File: config.mk
export PLATFORM = sky130hd
export DESIGN_NAME = input_feed_scheduler
export DESIGN_NICKNAME = d
export VERILOG_FILES = /design/src/rtl/input_feed_pkg.sv /design/src/rtl/feed_stall_watchdog.sv /design/src/rtl/input_feed_scheduler.sv
export SDC_FILE = /design/constraint.sdc
export NUM_CORES = 1
export LEC_CHECK = 0
export ABC_AREA = 1
export CORE_ASPECT_RATIO = 0.8
export CORE_MARGIN = 5
export CORE_UTILIZATION = 50
export DETAILED_ROUTE_END_ITERATION = 12
export GPL_TIMING_DRIVEN = 0
export PLACE_DENSITY = 0.86
export SLEW_MARGIN = 0
export SYNTH_ARGS = -nofsm -noshare
export SYNTH_HDL_FRONTEND = slang
export SYNTH_SLANG_ARGS = --single-unit
File: constraint.sdc
create_clock -name CLK -period 2.2 [get_ports CLK]
set_clock_uncertainty 0.15 [all_clocks]
set_input_delay 0.44 -clock CLK [delete_from_list [all_inputs] [get_ports CLK]]
set_output_delay 0.44 -clock CLK [all_outputs]
set_load 0.005 [all_outputs]
File: src/rtl/input_feed_pkg.sv
// Shared types, constants and helpers for the input feed scheduler.
package input_feed_pkg;

    localparam int INPUT_WIDTH    = 32;
    localparam int OUTPUT_WIDTH   = 8;
    localparam int BYTES_PER_WORD = INPUT_WIDTH / OUTPUT_WIDTH;
    localparam int CNT_WIDTH      = 16;
    // Wide enough for CNT_WIDTH words times BYTES_PER_WORD without overflow.
    localparam int BYTE_CNT_WIDTH = CNT_WIDTH + $clog2(BYTES_PER_WORD);

    typedef enum logic [2:0] {
        IDLE     = 3'd0,
        CLEAR    = 3'd1,
        FILL     = 3'd2,
        FEED     = 3'd3,
        PASS_END = 3'd4,
        DONE     = 3'd5
    } feed_state_t;

    // Number of activation bytes delivered by one pass of num_words FIFO words.
    function automatic logic [BYTE_CNT_WIDTH-1:0] expected_bytes(input logic [CNT_WIDTH-1:0] num_words);
        logic [BYTE_CNT_WIDTH-1:0] words_ext;
        words_ext = {{(BYTE_CNT_WIDTH-CNT_WIDTH){1'b0}}, num_words};
        return words_ext * BYTE_CNT_WIDTH'(BYTES_PER_WORD);
    endfunction

endpackage

File: src/rtl/feed_stall_watchdog.sv
// Counts consecutive no-data cycles while enabled and pulses STALL when the
// run reaches STALL_LIMIT. The run restarts whenever ENABLE drops.
module feed_stall_watchdog #(
    parameter int STALL_LIMIT = 16
) (
    input  logic CLK,
    input  logic RESET,
    input  logic ENABLE,
    input  logic DATA_VALID,
    output logic STALL
);

    localparam int SW = $clog2(STALL_LIMIT + 1);

    logic [SW-1:0] stall_cnt;

    // The cycle that would make the run STALL_LIMIT long raises the pulse.
    assign STALL = ENABLE & ~DATA_VALID & (stall_cnt == SW'(STALL_LIMIT - 1));

    // Run-length counter of idle cycles; cleared by data, disable or a pulse.
    always_ff @(posedge CLK) begin
        if (RESET || !ENABLE || DATA_VALID || STALL) begin
            stall_cnt <= '0;
        end else begin
            stall_cnt <= stall_cnt + SW'(1);
        end
    end

endmodule

File: src/rtl/input_feed_scheduler.sv
// Sequences clear / fill / feed for every pass of one activation job and
// reports pass and job completion plus a sticky overfill/underrun error.
//
// Command handshake: a command is taken on a rising CLK edge where both
// CMD_VALID and CMD_READY are high; CMD_READY is high only in IDLE, and
// CMD_VALID in any other state is ignored.
module input_feed_scheduler
    import input_feed_pkg::*;
#(
    parameter int FIFO_DEPTH  = 64,
    parameter int STALL_LIMIT = 16
) (
    input  logic                 CLK,
    input  logic                 RESET,
    input  logic                 CMD_VALID,
    output logic                 CMD_READY,
    input  logic [CNT_WIDTH-1:0] CMD_NUM_WORDS,
    input  logic [CNT_WIDTH-1:0] CMD_NUM_PASSES,
    input  logic                 FIFO_WR_CMD,
    input  logic                 FIFO_FULL,
    input  logic                 FIFO_EMPTY,
    input  logic                 DATA_VALID,
    input  logic                 CONSUMER_READY,
    output logic                 CLEAR_FIFO,
    output logic                 START_FEED,
    output logic                 REFILL_REQ,
    output logic                 PASS_DONE,
    output logic                 JOB_DONE,
    output logic [CNT_WIDTH-1:0] PASS_IDX,
    output logic                 BUSY,
    output logic                 ERROR,
    output logic [2:0]           DBG_STATE
);

    feed_state_t               state, state_next;
    logic [CNT_WIDTH-1:0]      num_words, num_passes, wr_cnt, pass_idx;
    logic [BYTE_CNT_WIDTH-1:0] byte_cnt, byte_target;
    logic                      error_q, wr_accept, wr_done, stall;
    logic                      set_error, clr_error, latch_cmd;
    logic                      unused_inputs;

    // Fill level is tracked by counting accepted writes, so FIFO_EMPTY is not needed.
    assign unused_inputs = FIFO_EMPTY;

    assign wr_accept   = FIFO_WR_CMD & ~FIFO_FULL;
    assign wr_done     = (wr_cnt == num_words);
    assign byte_target = expected_bytes(num_words);

    feed_stall_watchdog #(
        .STALL_LIMIT (STALL_LIMIT)
    ) u_watchdog (
        .CLK        (CLK),
        .RESET      (RESET),
        .ENABLE     (state == FEED),
        .DATA_VALID (DATA_VALID),
        .STALL      (stall)
    );

    // Next-state logic plus the single-cycle strobes that steer the datapath.
    always_comb begin
        state_next = state;
        set_error  = 1'b0;
        clr_error  = 1'b0;
        latch_cmd  = 1'b0;
        START_FEED = 1'b0;
        case (state)
            IDLE: begin
                if (CMD_VALID) begin
                    latch_cmd = 1'b1;
                    clr_error = 1'b1;
                    if (CMD_NUM_WORDS == '0 || CMD_NUM_PASSES == '0) begin
                        state_next = DONE;
                    end else if (CMD_NUM_WORDS > CNT_WIDTH'(FIFO_DEPTH)) begin
                        set_error = 1'b1;
                    end else begin
                        state_next = CLEAR;
                    end
                end
            end
            CLEAR: state_next = FILL;
            FILL: begin
                // A write beyond the pass size is an overfill and is dropped.
                if (wr_accept && wr_done) set_error = 1'b1;
                // Uses the registered count, so the last write and the start never coincide.
                if (wr_done && CONSUMER_READY) begin
                    START_FEED = 1'b1;
                    state_next = FEED;
                end
            end
            FEED: begin
                if (wr_accept) set_error = 1'b1;
                if (DATA_VALID && (byte_cnt + BYTE_CNT_WIDTH'(1) == byte_target)) begin
                    state_next = PASS_END;
                end else if (stall) begin
                    set_error  = 1'b1;
                    state_next = PASS_END;
                end
            end
            PASS_END: state_next = (pass_idx == num_passes - CNT_WIDTH'(1)) ? DONE : CLEAR;
            DONE:     state_next = IDLE;
            default:  state_next = IDLE;
        endcase
    end

    // State register.
    always_ff @(posedge CLK) begin
        if (RESET) state <= IDLE;
        else       state <= state_next;
    end

    // Command latch, counters and the sticky error flag.
    always_ff @(posedge CLK) begin
        if (RESET) begin
            num_words  <= '0;
            num_passes <= '0;
            wr_cnt     <= '0;
            byte_cnt   <= '0;
            pass_idx   <= '0;
            error_q    <= 1'b0;
        end else begin
            if (latch_cmd) begin
                num_words  <= CMD_NUM_WORDS;
                num_passes <= CMD_NUM_PASSES;
            end
            if (set_error)      error_q <= 1'b1;
            else if (clr_error) error_q <= 1'b0;
            case (state)
                CLEAR: wr_cnt <= '0;
                FILL: begin
                    if (wr_accept && !wr_done) wr_cnt <= wr_cnt + CNT_WIDTH'(1);
                    if (START_FEED)            byte_cnt <= '0;
                end
                FEED:     if (DATA_VALID) byte_cnt <= byte_cnt + BYTE_CNT_WIDTH'(1);
                PASS_END: if (state_next == CLEAR) pass_idx <= pass_idx + CNT_WIDTH'(1);
                DONE:     pass_idx <= '0;
                default: ;
            endcase
        end
    end

    assign CMD_READY  = (state == IDLE);
    assign BUSY       = (state != IDLE);
    assign CLEAR_FIFO = (state == CLEAR);
    assign REFILL_REQ = (state == FILL) && (wr_cnt < num_words);
    assign PASS_DONE  = (state == PASS_END);
    assign JOB_DONE   = (state == DONE);
    assign PASS_IDX   = pass_idx;
    assign ERROR      = error_q;
    assign DBG_STATE  = state;

endmodule

# Word level (Yosys, flattened, before mapping)
# Index checks and enable logic that the tools add are counted.
dict set report op_classes {
  n_div 0
  add_sub_neg 5
  n_shift 0
  magnitude_cmp 2
  multipliers 0
  reduce_logical 22
  n_eq_ne 14
  mux 29
  bitwise 5
}
# op count
set op_table {}
lappend op_table {{16-bit one-hot mux with 2 select lines} 2}
lappend op_table {{18-bit two-way mux} 2}
lappend op_table {{18-bit one-hot mux with 2 select lines} 1}
lappend op_table {{16-bit by 1-bit adder with 16-bit output, second input constant} 2}
lappend op_table {{16-bit equality test} 2}
lappend op_table {{16-bit zero test} 2}
lappend op_table {{16-bit two-way mux} 2}
lappend op_table {{3-bit two-way mux} 7}
lappend op_table {{18-bit by 1-bit adder with 18-bit output, second input constant} 1}
lappend op_table {{18-bit equality test} 1}
lappend op_table {{16-bit by 7-bit > comparator with 1-bit output, second input constant} 1}
lappend op_table {{16-bit less-than comparator} 1}
lappend op_table {{16-bit by 1-bit subtractor with 16-bit output, second input constant} 1}
lappend op_table {{3-bit one-hot mux with 5 select lines} 1}
lappend op_table {{1-bit two-way mux} 13}
lappend op_table {{2-bit nonzero test} 4}
lappend op_table {{3-bit by 1-bit equality test with 1-bit output, second input constant} 2}
lappend op_table {{3-bit by 2-bit equality test with 1-bit output, second input constant} 2}
lappend op_table {{3-bit equality test, second input constant} 2}
lappend op_table {{2-bit != test, second input constant} 3}
lappend op_table {{5-bit by 1-bit adder with 5-bit output, second input constant} 1}
lappend op_table {{5-bit by 4-bit equality test with 1-bit output, second input constant} 1}
lappend op_table {{1-bit logical AND} 5}
lappend op_table {{1-bit logical OR} 4}
lappend op_table {{9 further kinds} 14}
dict set report totals {
  reg_bits 91
  n_memories 0
  input_bits 40
  romBits 0
  ram_bits 0
  out_inout_bits 27
  elab_cells 85
  latchBits 0
}

# Depth between registers and ports, before layout
dict set report depth {
  word_depth 9
  depth_mapped 19
  depth_no_buf 19
}

# Cells and area by module
# A second synthesis with hierarchy kept.
dict set report hier_totals {
  cells_unflattened 885
  hier_area_um2 5803.1
}
# module cells_each instances seq_area_each_um2 area_each_um2
set modules_own_cells {}
lappend modules_own_cells {input_feed_scheduler 855 1 1721.7 5565.3}
lappend modules_own_cells {feed_stall_watchdog 30 1 100.1 237.7}

# Least setup slack after synthesis
# Ideal clock, no wire load.
dict set report synth_timing {
  path_kind {reg2reg}
  from {register byte_cnt[0]}
  to {register pass_idx[14], in the netlist PASS_IDX[14]}
  slack_ps -179
  setup_time_ps 136
  arrival_ps 2093
  synth_period_minus_slack_ps 2379
  path_stages_with_launch 17
  t_required_ps 1914
  path_buffers 0
  cell_sequence {dfxtp_1 > ha_1 > nand2_1 > nor2_8 > nand3_1 > nand3_1 > nand2_1 > inv_2 > nand2_1 > nor2_1 > nand2_1 > nor2_4 > nand3_4 > nand3_4 > nand2_1 > nand2_1 > a21oi_2}
}
dict set report synth_between {
  elab_chain_cells 8
}
# element line
set synth_lines {}
lappend synth_lines {{start, declared} input_feed_scheduler.sv:37} ;# logic [BYTE_CNT_WIDTH-1:0] byte_cnt, byte_target;
lappend synth_lines {{start signal, assigned} input_feed_scheduler.sv:133} ;# FEED: if (DATA_VALID) byte_cnt <= byte_cnt + BYTE_CNT_WIDTH'(1);
lappend synth_lines {{18-bit by 1-bit adder with 18-bit output} input_feed_scheduler.sv:92} ;# if (DATA_VALID && (byte_cnt + BYTE_CNT_WIDTH'(1) == byte_target)) begin
lappend synth_lines {{18-bit equality test} input_feed_scheduler.sv:92}
lappend synth_lines {{1-bit logical AND} input_feed_scheduler.sv:92}
lappend synth_lines {{3-bit two-way mux} input_feed_scheduler.sv:92}
lappend synth_lines {{3-bit one-hot mux with 5 select lines} input_feed_scheduler.sv:66} ;# case (state)
lappend synth_lines {{3-bit by 1-bit equality test with 1-bit output} input_feed_scheduler.sv:134} ;# PASS_END: if (state_next == CLEAR) pass_idx <= pass_idx + CNT_WIDTH'(1);
lappend synth_lines {{2-bit by 1-bit != test with 1-bit output (no source line)} --}
lappend synth_lines {{2-bit AND reduction (no source line)} --}
lappend synth_lines {{end signal, assigned} input_feed_scheduler.sv:134}
lappend synth_lines {{end, declared} input_feed_scheduler.sv:36} ;# logic [CNT_WIDTH-1:0] num_words, num_passes, wr_cnt, pass_idx;
# No other way between the ends.
# A chain may end at the register's enable or synchronous reset.

# Worst setup path in the final report
dict set report layout_timing {
  from {register byte_cnt[2]}
  to {register pass_idx[5], in the netlist PASS_IDX[5]}
}
# The elaborated chain is that of the path after synthesis.

==> reports/results.tsv <==
metric	value	unit
CP Cell Sequence	buf_6, nand2_4, nor2_4, buf_12, buf_6, nand3b_1, nand3_1, nand3_1, nor2_1, nand2_1, nor2_4, nand3_4, buf_6, nand4_1, nand2_1, nand2_1, nor2_1	
routability-driven placement congestion ratio	0.959	
Area Growth Syn to Fin	42.1	%
worst min path class	flop to flop	
# IOs	67	
Leak	0.00338	uW
TNS Setup	-9720	ps
hpwl dp	13.3	mm
Syn. warnings	0	
Post-Syn Instances	933	
crit path kind	flop to flop	
time the worst path needs with I/O delays and setup	2570	ps
Max Freq	0.389	GHz
#FFs+latches synth	91	
failing checks	setup timing	
syn nets	996	
DIE AREA	0.0142	sq mm
Initial Util	51.4	%
Yosys top cell by area	dfxtp_1	
H-tree Lvls	3	
DR iter-0 viols	1107	
setup violators final	51	
number of global-route vias before repair	6610	
Die Ht	108	microns
RSZ-0062 raised after global routing	yes	
grt ovf	0	
period utilization	117	%
Post-Syn Area per Cell	6.40	sq um
kind of end point of the critical path	flop	
status	finished, violations left	
DRT Pass-1 Iters	5	
Antenna diodes	0	
CTS Buf Count	9	
gr usage total	27.7	%
Vias	7310	
Die X-Extent	132	microns
Fin Hold WS	299	ps
mean number of vias per cell	5.96	
Core Box Area	0.0116	sq mm
PortBufs	64	
WL/cell	18.7	microns
dpl ws	-815	ps
first-pass GRT wire length	32.2	mm
standard-cell rows	35	
fraction of layout cells with a size suffix above 1	27.7	%
Worst Slack Setup Final	-368	ps
initial antenna violation count	0	
maximum clock path buffer count	2	
Sink Count	91	
CTS tree	done	
Clk Tree Root Cell	clkbuf_16	
sequential share of the synthesized area	30.5	%
Total Power	3800	uW
number of hold buffers added after CTS	0	
fin nets	1136	
Max Cap Viol	0	
Pwr per Cell Area	447	mW/mm^2
peak supply drop	0.000350	V
Post-synth top cells	255 x nand2_1, 119 x inv_1, 102 x nor2_1	
Max stage delay on crit path	330	ps
Worst EP arrival	2660	ps
crit-path max FO	7	
CP max-delay cell	dfxtp_2	
synth top area cells	dfxtp_1 31%, nand2_1 16%, inv_1 7.5%	
largest net degree at the start of global routing	15	
Final Hold Vio Count	0	
mapped cell area	0.00597	sq mm
insertion delay to the later sink of the worst-skew pair	350	ps
clock slew at reported path FFs	70	ps
worst-margin pin slew	908	ps
Cell variety after synth	38	
final WL	22.9	mm
Core Util, Final	73.1	%
max-slew violations	0	
Async SR Flop Fraction	0	%
Post-synth top flop	dfxtp_1	
Worst Path Required	2300	ps
Final ANT Viol Nets	0	
# DRC	0	
top cell type's share of synthesized area	30.5	%
EDFF count, synth	0	
Startpoint Class	flop	
Slew Limit Headroom	39.5	%
cell with the most instances after synthesis	nand2_1	
[cell families after synthesis]
| kind of cell | share of synthesized area [%] |
|---|---|
| xor+xnor | 3.82 |
| simple gates | 38.7 |
| buf+inv | 9.67 |
| fa+ha+maj | 4.82 |
| flops | 30.5 |
| compound gates | 12.5 |
[placed cells by master, fill, tap and decap left out, drive strengths merged]
master         count
nand2            259
inv              122
nor2             112
dfxtp             91
a21oi             86
nand3             79
buf               70
clkdlybuf4s50     61
o21ai             41
clkbuf            31
nand4             24
ha                23
nor3              21
xor2              20
xnor2              6
nor4               6
nand3b             4
a211oi             4
clkinv             4
o21bai             3
clkinvlp           3
nor3b              2
o21a               1
o211ai             1
o221ai             1
a31oi              1
or2                1
dlygate4sd2        1
[routing by layer]
| metal | share of wire (%) | vias up | GRT usage (%) |
|---|---|---|---|
| met5 | 0 | - | 0 |
| met4 | 5.8 | 0 | 9.32 |
| met3 | 11 | 158 | 6.12 |
| met2 | 45 | 559 | 45.5 |
| met1 | 37 | 3285 | 36.0 |
| li1 | - | 3308 | - |
[report_power, final]
part / switching (uW) / internal [uW] / total [uW] / leakage [uW]
clock network: 692 / 826 / 1520 / 0.000135
registers: 42.7 / 1670 / 1720 / 0.000764
logic: 335 / 226 / 561 / 0.00248
[final timing paths]
kind / start / end / slack (ps) / cells past startpoint
max: byte_cnt[2]$_SDFFE_PP0P_ / PASS_IDX[5]$_SDFFE_PP0P_ / -370 / 17
min: u_watchdog.stall_cnt[0]$_SDFF_PP0_ / u_watchdog.stall_cnt[0]$_SDFF_PP0_ / 300 / 1
max reg2reg: byte_cnt[2]$_SDFFE_PP0P_ / PASS_IDX[5]$_SDFFE_PP0P_ / -370 / 17
min reg2reg: u_watchdog.stall_cnt[0]$_SDFF_PP0_ / u_watchdog.stall_cnt[0]$_SDFF_PP0_ / 300 / 1
[registers in the layout (all words and copies together) (netlist names)]
name	cells
DBG_STATE	3
ERROR	1
PASS_IDX	16
byte_cnt	18
num_passes	16
num_words	16
u_watchdog.stall_cnt	5
wr_cnt	16
[worst max-delay path: cells and delay by family (launching register included)]
family / cells / cell delay [ps]
AND/OR/NAND/NOR: 13 / 1430
buffers and inverters: 4 / 530
flip-flops: 1 / 330
[metrics by stage]
stage | cells | cell area, sq um
final | 1226 | 8480
after CTS | 1204 | 7840
after global placement | 1145 | 6810
after floorplan | 933 | 5990
after detailed placement | 1145 | 6810
after global routing | 1226 | 8480
[cell type report]
type                    count  area [sq um]
plain buffers              22           131
fillers                   738          3120
flip-flops and latches     91          1910
clock inverters             4          25.0
repair buffers            129          1220
inverters                 125           500
clock buffers              12           256
multi-input cells         695          4250
well taps                 148           185
[what timing repair did]
action,4_1_cts,5_1_grt
hold endpoints to repair,0,0
cloned,0,1
gates resized for setup,138,126
endpoints found under the setup margin,64,66
setup buffers,43,23
pin swaps,33,72
Power figures use the tool's default switching activity.
